<file path="src/rtl/mc_control_fsm.sv">
// Multicycle main control unit for the MIPS-subset datapath: sequences each instruction through
// fetch/decode/execute/memory/writeback, stalls on mem_ready and halts on illegal op or timeout.
module mc_control_fsm #(
  parameter int unsigned WaitLimit = 15,
  parameter int unsigned CntW      = 4
) (
  input  logic       clk_i,
  input  logic       reset_i,
  input  logic [5:0] opcode_i,
  input  logic       mem_ready_i,
  output logic       pc_write_o,
  output logic       pc_write_cond_o,
  output logic       i_or_d_o,
  output logic       mem_read_o,
  output logic       mem_write_o,
  output logic       ir_write_o,
  output logic       mem_to_reg_o,
  output logic       reg_dst_o,
  output logic       reg_write_o,
  output logic       alu_src_a_o,
  output logic [1:0] alu_src_b_o,
  output logic [1:0] alu_op_o,
  output logic [1:0] pc_source_o,
  output logic       instr_done_o,
  output logic       fault_o,
  output logic [1:0] fault_code_o,
  output logic [3:0] state_o
);

  localparam logic [5:0] OpRtype = 6'b000000;
  localparam logic [5:0] OpLw    = 6'b100011;
  localparam logic [5:0] OpSw    = 6'b101011;
  localparam logic [5:0] OpBeq   = 6'b000100;
  localparam logic [5:0] OpJ     = 6'b000010;
  localparam logic [5:0] OpAddi  = 6'b001000;

  localparam logic [1:0] FaultIllegal = 2'b01;
  localparam logic [1:0] FaultTimeout = 2'b10;

  typedef enum logic [3:0] {
    StIdle     = 4'd0,
    StFetch    = 4'd1,
    StDecode   = 4'd2,
    StMemAddr  = 4'd3,
    StMemRead  = 4'd4,
    StMemWb    = 4'd5,
    StMemWrite = 4'd6,
    StExecute  = 4'd7,
    StRwb      = 4'd8,
    StBranch   = 4'd9,
    StJump     = 4'd10,
    StAddiEx   = 4'd11,
    StAddiWb   = 4'd12,
    StHalt     = 4'd15
  } state_e;

  state_e            state_q, state_d;
  logic [CntW-1:0]   wait_cnt_q, wait_cnt_d;
  logic [1:0]        fault_code_q, fault_code_d;
  logic              in_wait;

  always_ff @(posedge clk_i) begin
    if (reset_i) begin
      state_q      <= StIdle;
      wait_cnt_q   <= '0;
      fault_code_q <= 2'b00;
    end else begin
      state_q      <= state_d;
      wait_cnt_q   <= wait_cnt_d;
      fault_code_q <= fault_code_d;
    end
  end

  always_comb begin
    state_d      = state_q;
    fault_code_d = fault_code_q;
    wait_cnt_d   = '0;
    in_wait      = 1'b0;
    case (state_q)
      StIdle:  state_d = StFetch;
      StFetch: begin
        in_wait = 1'b1;
        if (mem_ready_i) state_d = StDecode;
      end
      StDecode: begin
        case (opcode_i)
          OpRtype:    state_d = StExecute;
          OpLw, OpSw: state_d = StMemAddr;
          OpBeq:      state_d = StBranch;
          OpJ:        state_d = StJump;
          OpAddi:     state_d = StAddiEx;
          default: begin
            state_d      = StHalt;
            fault_code_d = FaultIllegal;
          end
        endcase
      end
      StMemAddr: begin
        // Opcode is re-sampled here; anything but lw/sw means it changed under us.
        if (opcode_i == OpLw) begin
          state_d = StMemRead;
        end else if (opcode_i == OpSw) begin
          state_d = StMemWrite;
        end else begin
          state_d      = StHalt;
          fault_code_d = FaultIllegal;
        end
      end
      StMemRead: begin
        in_wait = 1'b1;
        if (mem_ready_i) state_d = StMemWb;
      end
      StMemWrite: begin
        in_wait = 1'b1;
        if (mem_ready_i) state_d = StFetch;
      end
      StExecute: state_d = StRwb;
      StAddiEx:  state_d = StAddiWb;
      StMemWb, StRwb, StBranch, StJump, StAddiWb: state_d = StFetch;
      StHalt:    state_d = StHalt;
      default:   state_d = StIdle;
    endcase

    // A ready response in the last tolerated cycle wins over the timeout.
    if (in_wait && !mem_ready_i) begin
      if (wait_cnt_q == CntW'(WaitLimit - 1)) begin
        state_d      = StHalt;
        fault_code_d = FaultTimeout;
      end else begin
        wait_cnt_d = wait_cnt_q + CntW'(1);
      end
    end
  end

  always_comb begin
    pc_write_o      = 1'b0;
    pc_write_cond_o = 1'b0;
    i_or_d_o        = 1'b0;
    mem_read_o      = 1'b0;
    mem_write_o     = 1'b0;
    ir_write_o      = 1'b0;
    mem_to_reg_o    = 1'b0;
    reg_dst_o       = 1'b0;
    reg_write_o     = 1'b0;
    alu_src_a_o     = 1'b0;
    alu_src_b_o     = 2'b00;
    alu_op_o        = 2'b00;
    pc_source_o     = 2'b00;
    instr_done_o    = 1'b0;
    fault_o         = 1'b0;
    fault_code_o    = 2'b00;
    case (state_q)
      StFetch: begin
        mem_read_o  = 1'b1;
        alu_src_b_o = 2'b01;
        ir_write_o  = mem_ready_i;
        pc_write_o  = mem_ready_i;
      end
      StDecode: alu_src_b_o = 2'b11;
      StMemAddr, StAddiEx: begin
        alu_src_a_o = 1'b1;
        alu_src_b_o = 2'b10;
      end
      StMemRead: begin
        mem_read_o = 1'b1;
        i_or_d_o   = 1'b1;
      end
      StMemWrite: begin
        mem_write_o  = 1'b1;
        i_or_d_o     = 1'b1;
        instr_done_o = mem_ready_i;
      end
      StMemWb: begin
        reg_write_o  = 1'b1;
        mem_to_reg_o = 1'b1;
        instr_done_o = 1'b1;
      end
      StExecute: begin
        alu_src_a_o = 1'b1;
        alu_op_o    = 2'b10;
      end
      StRwb: begin
        reg_write_o  = 1'b1;
        reg_dst_o    = 1'b1;
        instr_done_o = 1'b1;
      end
      StBranch: begin
        alu_src_a_o     = 1'b1;
        alu_op_o        = 2'b01;
        pc_write_cond_o = 1'b1;
        pc_source_o     = 2'b01;
        instr_done_o    = 1'b1;
      end
      StJump: begin
        pc_write_o   = 1'b1;
        pc_source_o  = 2'b10;
        instr_done_o = 1'b1;
      end
      StAddiWb: begin
        reg_write_o  = 1'b1;
        instr_done_o = 1'b1;
      end
      StHalt: begin
        fault_o      = 1'b1;
        fault_code_o = fault_code_q;
      end
      default: ;
    endcase
  end

  assign state_o = state_q;

endmodule

</file>
<file path="config.mk">
export PLATFORM = sky130hd
export DESIGN_NAME = mc_control_fsm
export DESIGN_NICKNAME = d
export VERILOG_FILES = /design/src/rtl/mc_control_fsm.sv
export SDC_FILE = /design/constraint.sdc
export NUM_CORES = 1
export LEC_CHECK = 0
export CAP_MARGIN = 5
export CORE_UTILIZATION = 39
export CTS_CLUSTER_SIZE = 24
export DETAILED_ROUTE_END_ITERATION = 8
export GPL_TIMING_DRIVEN = 0
export MAX_ROUTING_LAYER = met4
export PLACE_DENSITY = 0.75
export SYNTH_ARGS = -nofsm -noshare
export SYNTH_HDL_FRONTEND = slang
export SYNTH_SLANG_ARGS = --single-unit
export TNS_END_PERCENT = 1
</file>
<file path="constraint.sdc">
create_clock -name clk_i -period 1.51 [get_ports clk_i]
set_clock_uncertainty 0.05 [all_clocks]
set_input_delay 0.151 -clock clk_i [delete_from_list [all_inputs] [get_ports clk_i]]
set_output_delay 0.151 -clock clk_i [all_outputs]
set_load 0.005 [all_outputs]
</file>
# == After elaboration in Yosys (flattened, before gate mapping) ==
# Index checks and enable logic that the tools add are counted.
# totals
ff_bits,10
latch_bits,0
ram_bits,0
rom_bits,0
output_inout_bits,24
mem_count,0
# op_classes
add_sub_neg,1
mul,0
div,0
magnitude_cmp,0
n_eq_ne,19
n_shift,0
muxes,32
bitwise_logic,1
n_reduce_logical,15
# ops
op,count
$pmux 4 s9,1
$eq 4x4->1 const B,7
$mux 4,7
$pmux 4 s5,1
$eq 4x3->1 const B,4
$eq 6x6->1 const B,2
$mux 2,6
$pmux 2 s2,3
$reduce_or 6->1,2
$mux 1,11
$reduce_or 3->1,3
$eq 4x2->1 const B,2
$reduce_or 2->1,4
$eq 6x2->1 const B,1
$eq 6x3->1 const B,1
$eq 6x4->1 const B,1
$logic_not 6->1,1
$pmux 2 s3,1
$reduce_or 5->1,1
$add 4x1->4 const B,1
$eq 4x1->1 const B,1
$logic_not 4->1,1
$pmux 1 s2,2
$reduce_or 4->1,1
3 further kinds,3

# == Logic depth before layout (Yosys ltp) ==
# depth
depth_word,6
depth_mapped,6

# == Worst setup path before layout ==
# Ideal clock, no wire load.
# synth_timing
kind,reg-to-output
start,"register state_q[0], in the netlist state_o[0]"
end,output alu_op_o[0]
arrival_ns,1.330
t_required_ns,1.309
slack_ns,-0.021
stages_incl_launch_ff,6
path_buffers,3
path_cell_list,dfxtp_1 > clkbuf_1 > buf_1 > nand2_1 > nor2_1 > buf_4
# synth_between
elab_chain_len,2
elab_cells_between_ends,3
# synth_lines
item,line_no,rtl
start: declaration,57,"state_e state_q, state_d;"
start signal: assignment,64,state_q <= StIdle;
start signal: assignment,68,state_q <= state_d;
$eq 4x4->1 / $eq 4x3->1 (equally long branches),152,case (state_q)
$pmux 2 s2 *,152,
end: declaration,22,"output logic [1:0] alu_op_o,"
# Mark *: on every way between the ends. The rest lies on a longest branch, timed or not.

# == Final worst setup path ==
# layout_timing
start,"register state_q[0], in the netlist state_o[0]"
end,"register state_q[2], in the netlist state_o[2]"
# layout_between
elab_chain_len,5
elab_cells_between_ends,21
# layout_lines
item,line_no,rtl
"$eq 4x4->1, or another cell as far along",79,case (state_q)
$reduce_or 6->1 (no source line) / $reduce_or 3->1 (equally long branches),--,
$pmux 4 s9 / $mux 1 (equally long branches),79,
$mux 4 / $logic_and 1x1->1 (equally long branches),"126, 125",
$mux 4 *,125,if (in_wait && !mem_ready_i) begin
# Marked as above.
# A chain may end at the register's enable or synchronous reset.

==> results.md <==
* Status: finished, violations left
* Failing checks: negative setup slack
* Bufs and invs on worst path at 2
* Sequential share of the synthesized area at 0.230
* CTS tree: yes
* Final ANT Viol Nets at 0
* Initial core utilization at 0.430
* Synthesized flop and latch total at 10
* DP HPWL at 1830 um
* Share of layout cells above drive strength 1 at 0.497
* Site Rows at 16
* Number of buffers inserted by hold repair at cts at 0
* # nets final at 192
* Clock buffer depth at 2
* RePlAce Congestion at 0.867
* Die height at 49.2 um
* Largest net degree at the start of global routing at 11
* Worst Path Max Fanout at 4
* Int Pwr at 0.000822 W
* Ys Warns at 0
* Max IR drop VDD at 621 uV
* Total grt overflow at 0
* Leak at 0.687 nW
* Sw Ratio at 0.388
* Io pins at 33
* Clock Latency Late Sink at 290 ps
* Setup slack after layout at -145 ps
* Actual slew at the worst max-slew pin at 423 ps
* Max Cap Violations at 0
* Filler cell count at 143
* RR Startpoint: state_o[0]$_SDFF_PP0_
* Layout area overhead at 85.8%
* Vias per inst at 5.97
* Hold slack final at 353 ps
* Mapped Cells at 122
* GR Util All Layers at 0.271
* Most frequent cells in the layout: 18 x buf_4, 14 x nor2_1, 9 x buf_6, 9 x clkbuf_2, 7 x clkdlybuf4s50_1
* Delay-heaviest family, CP: compound AO/OA/AOI/OAI gates
* Hold WC Path Type: primary input to register
* Root Buffer Master: clkbuf_4
* Fin crit share at 1.10
* Port bufs at 31
* H-Tree Level Count at 1
* Post-Place Setup Slack at -565 ps
* Pwr per Cell Area at 832 nW/um^2
* Setup Crit Path Kind: register to register
* Final Hold Viols at 0
* Vias in the first global route at 1071
* Initial DRT Pass Iterations at 4
* Slew HR at 0.716
* First-pass GRT wire length at 4950 um
* Die area at 2420 um^2
* Startpoint types: register
* Yosys cell types at 39
* DRT Wirelength at 3700 um
* Inserted Clock Buffers at 3
* Via count at 1229
* Synthesized Nets at 133
* Fmax at 0.604 GHz
* Synth Cell Area at 870 um^2
* Critical-path top delay cell: dfxtp_4
* Required @ worst endpoint at 1640 ps
* Drt drc at 0
* Area of the core at 2020 um^2
* Top post-synthesis cells by area: dfxtp_1 23%, nor2_1 9.1%, o21ai_0 4.6%
* Wire length per cell at 17.9 um
* Clk sinks at 10
* Syn avg cell area at 7.13 um^2
* Setup TNS at -1180 ps
* CP Capture Type: register
* # placed instances at 180
* Worst Setup SP: state_o[0]$_SDFF_PP0_
* Area leader, netlist: dfxtp_1
* WP data arrival at 1790 ps
* Initial antenna violation count at 0
* Ant. Diodes at 0
* CP cell instances: buf_4, buf_6, nor4b_4, a21boi_4, a211oi_2, a21oi_1
* Part of the power in registers at 0.241
* Fin. max-slew vios at 0
* Fin cells at 206
* Yosys top cell area share at 0.230
* Min-delay src: opcode_i[3]
* Clock network fraction of design power at 0.149
* Largest stage delay on the critical path at 370 ps
* Overall power at 0.00134 W
* Iteration-0 DRC Markers at 38
* Comb pwr share at 0.611
* Sw power at 0.000521 W
* RSZ-0062 raised after global routing: true
* Crit path time final at 1650 ps
* Die width at 49.2 um
* Commonest non-fill, non-tap cell in the layout: buf_4
* Clock Pin Slew Worst Setup and Hold Paths at 70 ps
* Final setup viols at 20
==> cell families (layout without fill, tap and decap cells) <==
group / Yosys count / in the layout / share of synthesized area
flip-flops: 10 / 10 / 0.230
XOR/XNOR: 4 / 4 / 0.0403
adder cells (fa/ha/maj): 3 / 3 / 0.0417
buffers and inverters: 14 / 71 / 0.0777
AND/OR/NAND/NOR: 57 / 57 / 0.341
AO/OA/AOI/OAI: 34 / 34 / 0.269
==> sequential cells by signal (all words and copies together), names as in the netlist <==
signal	flops
fault_code_q	2
state_o	4
wait_cnt_q	4
==> what timing repair did <==
| action | CTS | global route |
|---|---|---|
| gates resized for setup | 90 | 53 |
| endpoints found under the setup margin | 26 | 32 |
| buffers inserted | 12 | 12 |
| pin swaps | 4 | 11 |
| hold endpoints to repair | 0 | 0 |
==> power groups by stage <==
stage / clock [W] / combinational [W] / sequential (W)
2_1_floorplan: 0 / 0.000264 / 0.000316
3_3_place_gp: 0 / 0.000478 / 0.000320
3_5_place_dp: 0 / 0.000486 / 0.000321
4_1_cts: 0.000183 / 0.000648 / 0.000308
5_1_grt: 0.000224 / 0.000865 / 0.000326
6_report: 0.000200 / 0.000820 / 0.000323
==> per-layer routing <==
layer | global-route usage | part of all wire | vias up
li1 | - | - | 558
met1 | 0.333 | 0.40 | 578
met2 | 0.447 | 0.51 | 76
met3 | 0.0498 | 0.055 | 17
met4 | 0.0784 | 0.030 | 0
met5 | - | 0 | -
==> through the flow <==
step                 util  cell area [um^2]
global route        0.799              1620
CTS                 0.722              1460
global placement    0.601              1210
floorplan               -               871
detailed placement  0.601              1210
finish              0.799              1620
==> synth_stat cells (all sizes together) <==
master and number:
o32a 1, or3 2, inv 5, o221ai 1, and2 3, a211oi 2, and3 2, nor4 1
a311oi 1, nor3 7, or2 1, o31a 1, o41a 1, nand3 2, buf 4, xor2 2
nand2b 2, a311o 1, nor2b 4, dfxtp 10, clkbuf 5, nand2 5, or4b 2, nor4b 2
nor3b 3, o21a 1, a31oi 4, xnor2 2, o211a 1, nor2 21, o31ai 2, ha 2
a21o 1, a21oi 7, a21boi 2, o21ai 8, maj3 1
==> tightest hold or removal path, stage by stage <==
cell     delay [ps]
buf_6           100
o41a_1          170
o31ai_1          80
a21oi_1         140
==> final cells by class <==
class	count	area (um^2)	area share
Buffer	8	95.1	0.0589
Clock buffer	3	22.5	0.0139
Inverter	5	18.8	0.0116
Multi-Input combinational cell	98	757	0.469
Sequential cell	10	216	0.134
Tap cell	27	33.8	0.0209
Timing Repair Buffer	55	472	0.292
==> final timing paths <==
kind	to	slack [ps]	cells past startpoint
setup / recovery	state_o[2]$_SDFF_PP0_	-140	6
hold / removal	state_o[1]$_SDFF_PP0_	350	4
setup reg to reg	state_o[2]$_SDFF_PP0_	-140	6
hold reg to reg	wait_cnt_q[0]$_SDFF_PP0_	420	1
No activity file was read; power rests on OpenSTA's default activity.
